`config.mk`:
```
export PLATFORM = sky130hd
export DESIGN_NAME = anton_neopixel_rx
export DESIGN_NICKNAME = d
export VERILOG_FILES = /design/src/rtl/anton_neopixel_rx.sv
export SDC_FILE = /design/constraint.sdc
export NUM_CORES = 1
export LEC_CHECK = 0
export CAP_MARGIN = 20
export CORE_ASPECT_RATIO = 0.6
export CORE_MARGIN = 2
export CORE_UTILIZATION = 50
export DETAILED_ROUTE_END_ITERATION = 10
export PLACE_DENSITY = 0.67
export SLEW_MARGIN = 20
export SYNTH_ARGS = -nofsm -noshare
export SYNTH_HDL_FRONTEND = slang
export SYNTH_SLANG_ARGS = --single-unit
```
`constraint.sdc`:
```
create_clock -name CLK_10MHZ -period 3.9 [get_ports CLK_10MHZ]
set_input_delay 0.585 -clock CLK_10MHZ [delete_from_list [all_inputs] [get_ports CLK_10MHZ]]
set_output_delay 0.585 -clock CLK_10MHZ [all_outputs]
set_load 0.005 [all_outputs]
```
`src/rtl/anton_neopixel_rx.sv`:
```
// ---------------------------------------------------------------------------
// anton_neopixel_rx
//
// WS2812-style one-wire decoder for the receive side of the NeoPixel link.
// The serial line is synchronised and each high pulse is measured. A pulse of
// THRESHOLD_TICKS or more decodes as 1, and a shorter pulse decodes as 0.
// The decoded bits are packed LSB-first into 24-bit pixels. A low gap of
// RESET_TICKS ends a frame. After reset, and after any protocol error, the
// decoder waits for one full low gap, so it never starts decoding part way
// through a frame.
//
// Ports:
//   CLK_10MHZ    in   1   sole clock, 100 ns per tick
//   RESET        in   1   asynchronous, active-high reset
//   NEO_DIN      in   1   asynchronous serial line
//   PIXEL_DATA   out  24  last completed pixel; first received bit in bit 0
//   PIXEL_VALID  out  1   one-cycle pulse when PIXEL_DATA updates
//   PIXEL_INDEX  out  8   0-based position of PIXEL_DATA within its frame
//   FRAME_DONE   out  1   one-cycle pulse on reset-gap detection
//   ERROR        out  1   one-cycle pulse on a protocol violation
//   BUSY         out  1   high while a frame is being decoded (HIGH/LOW)
// ---------------------------------------------------------------------------
module anton_neopixel_rx #(
    parameter int THRESHOLD_TICKS = 5,
    parameter int MAX_HIGH_TICKS  = 10,
    parameter int RESET_TICKS     = 300
) (
    input  logic        CLK_10MHZ,
    input  logic        RESET,
    input  logic        NEO_DIN,
    output logic [23:0] PIXEL_DATA,
    output logic        PIXEL_VALID,
    output logic [7:0]  PIXEL_INDEX,
    output logic        FRAME_DONE,
    output logic        ERROR,
    output logic        BUSY
);

    typedef enum logic [1:0] {
        ST_SYNC,
        ST_IDLE,
        ST_HIGH,
        ST_LOW
    } state_e;

    localparam logic [3:0] THRESH     = 4'(THRESHOLD_TICKS);
    localparam logic [3:0] MAX_HIGH   = 4'(MAX_HIGH_TICKS);
    // The low counter already holds the earlier low cycles. The gap is
    // complete when it holds RESET_TICKS-1 and the line is still low.
    localparam logic [8:0] RESET_LAST = 9'(RESET_TICKS - 1);

    logic        sync1_q;
    logic        s_q;
    state_e      state_q,    state_d;
    logic [3:0]  high_cnt_q, high_cnt_d;
    logic [8:0]  low_cnt_q,  low_cnt_d;
    logic [4:0]  bit_cnt_q,  bit_cnt_d;
    logic [7:0]  pix_cnt_q,  pix_cnt_d;
    logic [23:0] shift_q,    shift_d;
    logic [23:0] data_q,     data_d;
    logic [7:0]  index_q,    index_d;
    logic        valid_q,    valid_d;
    logic        done_q,     done_d;
    logic        err_q,      err_d;

    logic        bit_val;
    logic [3:0]  high_inc;
    logic [8:0]  low_inc;

    // State register, synchroniser and output pulse registers.
    // NOTE: sequential state uses non-blocking assignments only, so every
    // flop samples the pre-edge value of every other flop.
    always_ff @(posedge CLK_10MHZ or posedge RESET) begin
        if (RESET) begin
            sync1_q    <= 1'b0;
            s_q        <= 1'b0;
            state_q    <= ST_SYNC;
            high_cnt_q <= '0;
            low_cnt_q  <= '0;
            bit_cnt_q  <= '0;
            pix_cnt_q  <= '0;
            shift_q    <= '0;
            data_q     <= '0;
            index_q    <= '0;
            valid_q    <= 1'b0;
            done_q     <= 1'b0;
            err_q      <= 1'b0;
        end else begin
            sync1_q    <= NEO_DIN;
            s_q        <= sync1_q;
            state_q    <= state_d;
            high_cnt_q <= high_cnt_d;
            low_cnt_q  <= low_cnt_d;
            bit_cnt_q  <= bit_cnt_d;
            pix_cnt_q  <= pix_cnt_d;
            shift_q    <= shift_d;
            data_q     <= data_d;
            index_q    <= index_d;
            valid_q    <= valid_d;
            done_q     <= done_d;
            err_q      <= err_d;
        end
    end

    // Next-state and datapath logic.
    always_comb begin
        // NOTE: every signal gets a default first, so no path through the
        // case statement can leave a value unassigned and infer a latch.
        state_d    = state_q;
        high_cnt_d = high_cnt_q;
        low_cnt_d  = low_cnt_q;
        bit_cnt_d  = bit_cnt_q;
        pix_cnt_d  = pix_cnt_q;
        shift_d    = shift_q;
        data_d     = data_q;
        index_d    = index_q;
        valid_d    = 1'b0;
        done_d     = 1'b0;
        err_d      = 1'b0;

        bit_val  = (high_cnt_q >= THRESH);
        high_inc = (high_cnt_q == 4'hF) ? high_cnt_q : high_cnt_q + 4'd1;
        low_inc  = (low_cnt_q == 9'h1FF) ? low_cnt_q : low_cnt_q + 9'd1;

        case (state_q)
            ST_SYNC: begin
                if (s_q) begin
                    low_cnt_d = '0;
                end else if (low_cnt_q >= RESET_LAST) begin
                    // The decoder is now aligned to a frame boundary, but it
                    // saw no frame, so it reports no FRAME_DONE.
                    state_d   = ST_IDLE;
                    low_cnt_d = '0;
                end else begin
                    low_cnt_d = low_inc;
                end
            end

            ST_IDLE: begin
                bit_cnt_d = '0;
                pix_cnt_d = '0;
                if (s_q) begin
                    state_d    = ST_HIGH;
                    high_cnt_d = 4'd1;
                end
            end

            ST_HIGH: begin
                if (s_q) begin
                    if (high_cnt_q >= MAX_HIGH) begin
                        err_d      = 1'b1;
                        state_d    = ST_SYNC;
                        high_cnt_d = '0;
                        low_cnt_d  = '0;
                    end else begin
                        high_cnt_d = high_inc;
                    end
                end else begin
                    shift_d[bit_cnt_q] = bit_val;
                    state_d            = ST_LOW;
                    low_cnt_d          = 9'd1;
                    if (bit_cnt_q == 5'd23) begin
                        // Bits 0..22 come from shift_q. Bit 23 is the bit
                        // decoded now, so the pixel is published at once.
                        data_d    = {bit_val, shift_q[22:0]};
                        valid_d   = 1'b1;
                        index_d   = pix_cnt_q;
                        pix_cnt_d = pix_cnt_q + 8'd1;
                        bit_cnt_d = '0;
                    end else begin
                        bit_cnt_d = bit_cnt_q + 5'd1;
                    end
                end
            end

            ST_LOW: begin
                if (s_q) begin
                    state_d    = ST_HIGH;
                    high_cnt_d = 4'd1;
                end else if (low_cnt_q >= RESET_LAST) begin
                    // End of frame. A partial pixel is dropped and flagged.
                    done_d    = 1'b1;
                    err_d     = (bit_cnt_q != 5'd0);
                    state_d   = ST_IDLE;
                    bit_cnt_d = '0;
                    pix_cnt_d = '0;
                    low_cnt_d = '0;
                end else begin
                    low_cnt_d = low_inc;
                end
            end

            default: begin
                state_d = ST_SYNC;
            end
        endcase
    end

    // Output logic.
    always_comb begin
        PIXEL_DATA  = data_q;
        PIXEL_VALID = valid_q;
        PIXEL_INDEX = index_q;
        FRAME_DONE  = done_q;
        ERROR       = err_q;
        BUSY        = (state_q == ST_HIGH) || (state_q == ST_LOW);
    end

endmodule
```
==> out/metrics.csv <==
stage;metric;value;unit
clock_tree;clk_lat worst skew;0.34;ns
clock_tree;clk slew on worst S/H paths;0.07;ns
hold_path;HP Class;reg -> reg;
worst_setup_path;CP Data Arrival Time;3.01;ns
logic_synthesis;dominant synthesized flop cell;dfrtp_1;
power_and_ir_drop;sequential power share;0.470;
logic_synthesis;#FFs+latches synth;88;
logic_synthesis;Syn Inst Count;370;
finish;final core occ;0.620;
timing;unrepaired setup endpoints after global routing;no;
global_routing;first-pass GRT wire length;14500;um
logic_synthesis;Syn. warnings;0;
power_and_ir_drop;total power after layout;0.00197;W
finish;number of antenna diodes;0;
placed_design;placed instance count;496;
logic_synthesis;Synth Net Count;383;
worst_setup_path;critical-path maximum fanout;24;
floorplanning;die area;9090;um2
clock_tree;Setup Buffers After CTS;0;
floorplanning;Site Rows;25;
logic_synthesis;Yosys top cell by area;dfrtp_1;
global_routing;total congestion overflow;0;
timing;final hold violation count;0;
power_and_ir_drop;power per cell area;398;nW/um2
timing;setup TNS;0;ns
finish;share of layout cells above drive strength 1;0.173;
logic_synthesis;post-synth top area share;0.529;
worst_setup_path;Setup crit start;state_q[0];
logic_synthesis;synth top area cells;dfrtp_1, mux2_2, a21oi_1;
logic_synthesis;asr flop ratio synth;1.00;
clock_tree;Clock Sinks;88;
floorplanning;core area;7980;um2
timing;Worst slew margin;0.339;
floorplanning;DIE WIDTH;122;um
clock_tree;CTS tree;done;
worst_setup_path;startpoint types;register;
worst_setup_path;reg2reg start;state_q[0];
clock_tree;CTS buffer count;9;
finish;synthesis-to-layout area growth;18.8;%
global_routing;GRT Util Overall;0.210;
timing;Slew @ Worst Pin;0.989;ns
placed_design;placed cell area;4590;um2
routing;DR iter-0 viols;337;
routing;DRT antenna net count;0;
finish;post-route insts no fill;512;
power_and_ir_drop;internal power;0.00156;W
floorplanning;Initial Util;0.522;
clock_tree;Clock Root Buffer;clkbuf_16;
floorplanning;Die H;74.7;um
timing;Pins Over Slew Limit;0;
run;Max-Cap Viols;0;
finish;Final nets;412;
timing;Fin Clk Skew;0.00765;ns
finish;final instance area;4940;um2
routing;Vias/cell;5.87;
global_routing;initial antenna violation count;0;
logic_synthesis;mean post-synth cell area;11.2;um2
routing;Routed WL;8700;um
power_and_ir_drop;peak supply drop;0.238;mV
clock_tree;H-tree Lvls;3;
worst_setup_path;critical path class;reg -> reg;
outcome;status;completed;
logic_synthesis;area of the mapped netlist;4160;um2
placed_design;Final HPWL DP;5940;um
worst_setup_path;Setup crit end kind;register;
timing;Tmin final;2.75;ns
power_and_ir_drop;Logic pwr share;0.017;
floorplanning;io pins;39;
clock_tree;post-CTS resize count;0;
routing;Initial DRT Pass Iterations;5;
timing;Max Freq;364;MHz
power_and_ir_drop;Clock power frac;0.514;
power_and_ir_drop;Net Sw Frac;0.207;
timing;Setup-failing EPs final;0;
clock_tree;CTS Buffer Depth;2;
timing;post-route clock period utilization;0.704;
placed_design;PortBufs;38;
power_and_ir_drop;Leak;2.15;nW
worst_setup_path;Worst EP required;4.16;ns
logic_synthesis;EDFF count, synth;0;
clock_tree;hold_buf cts;0;
logic_synthesis;sequential area share after synthesis;0.529;
routing;Residual DRC;0;
logic_synthesis;synth unique cells;53;
global_routing;largest net degree at the start of global routing;40;
routing;wire per inst;17.0;um
routing;via count;3003;
power_and_ir_drop;switching pwr;0.000406;W
placed_design;GPL Wtd Cong;0.875;
hold_path;Hold Startpoint;sync1_q;
global_routing;vias in the first global route;2801;
## kinds of logic after synthesis
logic type / share of synthesized area
adders and majority gates: 0.0301
DFF: 0.529
AOI/OAI and AO/OA: 0.133
buffers and inverters: 0.0421
and+or+nand+nor: 0.129
xor gates and xnor gates: 0.0147
muxes: 0.122
## registers in the layout (all words and copies together), names as in the netlist
signal,count
s_q,1
state_q,2
PIXEL_VALID,1
PIXEL_INDEX,8
low_cnt_q,9
PIXEL_DATA,24
bit_cnt_q,5
high_cnt_q,4
pix_cnt_q,8
sync1_q,1
ERROR,1
shift_q,23
FRAME_DONE,1
## worst max-delay path, cell delays in order, from the launching register on
cell     delay [ns]
dfrtp_1        0.87
inv_1          0.41
a32oi_1        0.87
a21oi_1        0.28
a21oi_1        0.22
## layout make-up
cell class | count | area, um2
Fill cell | 655 | 3030
Sequential cell | 88 | 2200
Multi-Input combinational cell | 244 | 1780
Timing Repair Buffer | 43 | 418
Clock buffer | 9 | 225
Tap cell | 108 | 135
Clock inverter | 7 | 128
Inverter | 13 | 50.0
## Yosys cell counts, drive strengths merged (5+ instances only)
| library cell | instances |
|---|---|
| o22ai | 5 |
| a31oi | 10 |
| clkbuf | 15 |
| nor3 | 5 |
| o21ai | 9 |
| buf | 10 |
| xnor2 | 5 |
| nand2 | 25 |
| a21oi | 27 |
| nor2 | 18 |
| and2 | 5 |
| mux2 | 45 |
| or4 | 5 |
| ha | 10 |
| nand3 | 10 |
| a41oi | 11 |
| dfrtp | 88 |
| inv | 13 |
## layout by cell type, fill, tap and decap left out, types with 3 or more instances in the layout
cell and instances:
or4_1 5, nand2b_1 3, buf_4 5, nor3b_1 3, o31ai_1 4, o22ai_1 5, xnor2_1 5, a32oi_1 3
a21oi_1 27, bufinv_16 3, nor4_1 4, dfrtp_1 88, o21ai_0 8, a41oi_1 11, ha_1 10, a211oi_1 3
inv_1 12, clkdlybuf4s50_1 38, clkbuf_16 9, mux2_2 45, nor2_1 17, nand4_1 3, nand3_1 10, nand2_1 25
and2_1 3, nor3_1 5, a31oi_1 10, nand3b_1 4
## through the flow
step | hold slack, ns | setup WS, ns
2_1_floorplan | 0.331 | 1.04
3_5_place_dp | 0.335 | 1.21
6_report | 0.347 | 1.15
4_1_cts | 0.349 | 1.18
5_1_grt | 0.360 | 0.831
3_3_place_gp | 0.333 | 1.28
## power by group through the flow
stage	logic, W	registers [W]	clock network, W
3_3_place_gp	0.0000338	0.000940	0
4_1_cts	0.0000347	0.000922	0.00102
2_1_floorplan	0.0000256	0.000936	0
5_1_grt	0.0000396	0.000923	0.00107
3_5_place_dp	0.0000350	0.000939	0
6_report	0.0000332	0.000923	0.00101
## layer usage
metal  global-route usage  routed length (um)
met3               0.0614                 564
met2                0.284                3570
met1                0.328                4500
met5                    0                   0
met4               0.0575                  75
## path summary, 6_finish.rpt
check	end	slack (ns)	cells past startpoint
min in group asynchronous	PIXEL_DATA[5]	0.65	2
hold reg to reg	s_q	0.35	0
max in group asynchronous	PIXEL_DATA[9]	2.46	3
setup / recovery	low_cnt_q[2]	1.15	4
hold / removal	s_q	0.35	0
setup reg to reg	low_cnt_q[2]	1.15	4
No activity file was read; power rests on OpenSTA's default activity.
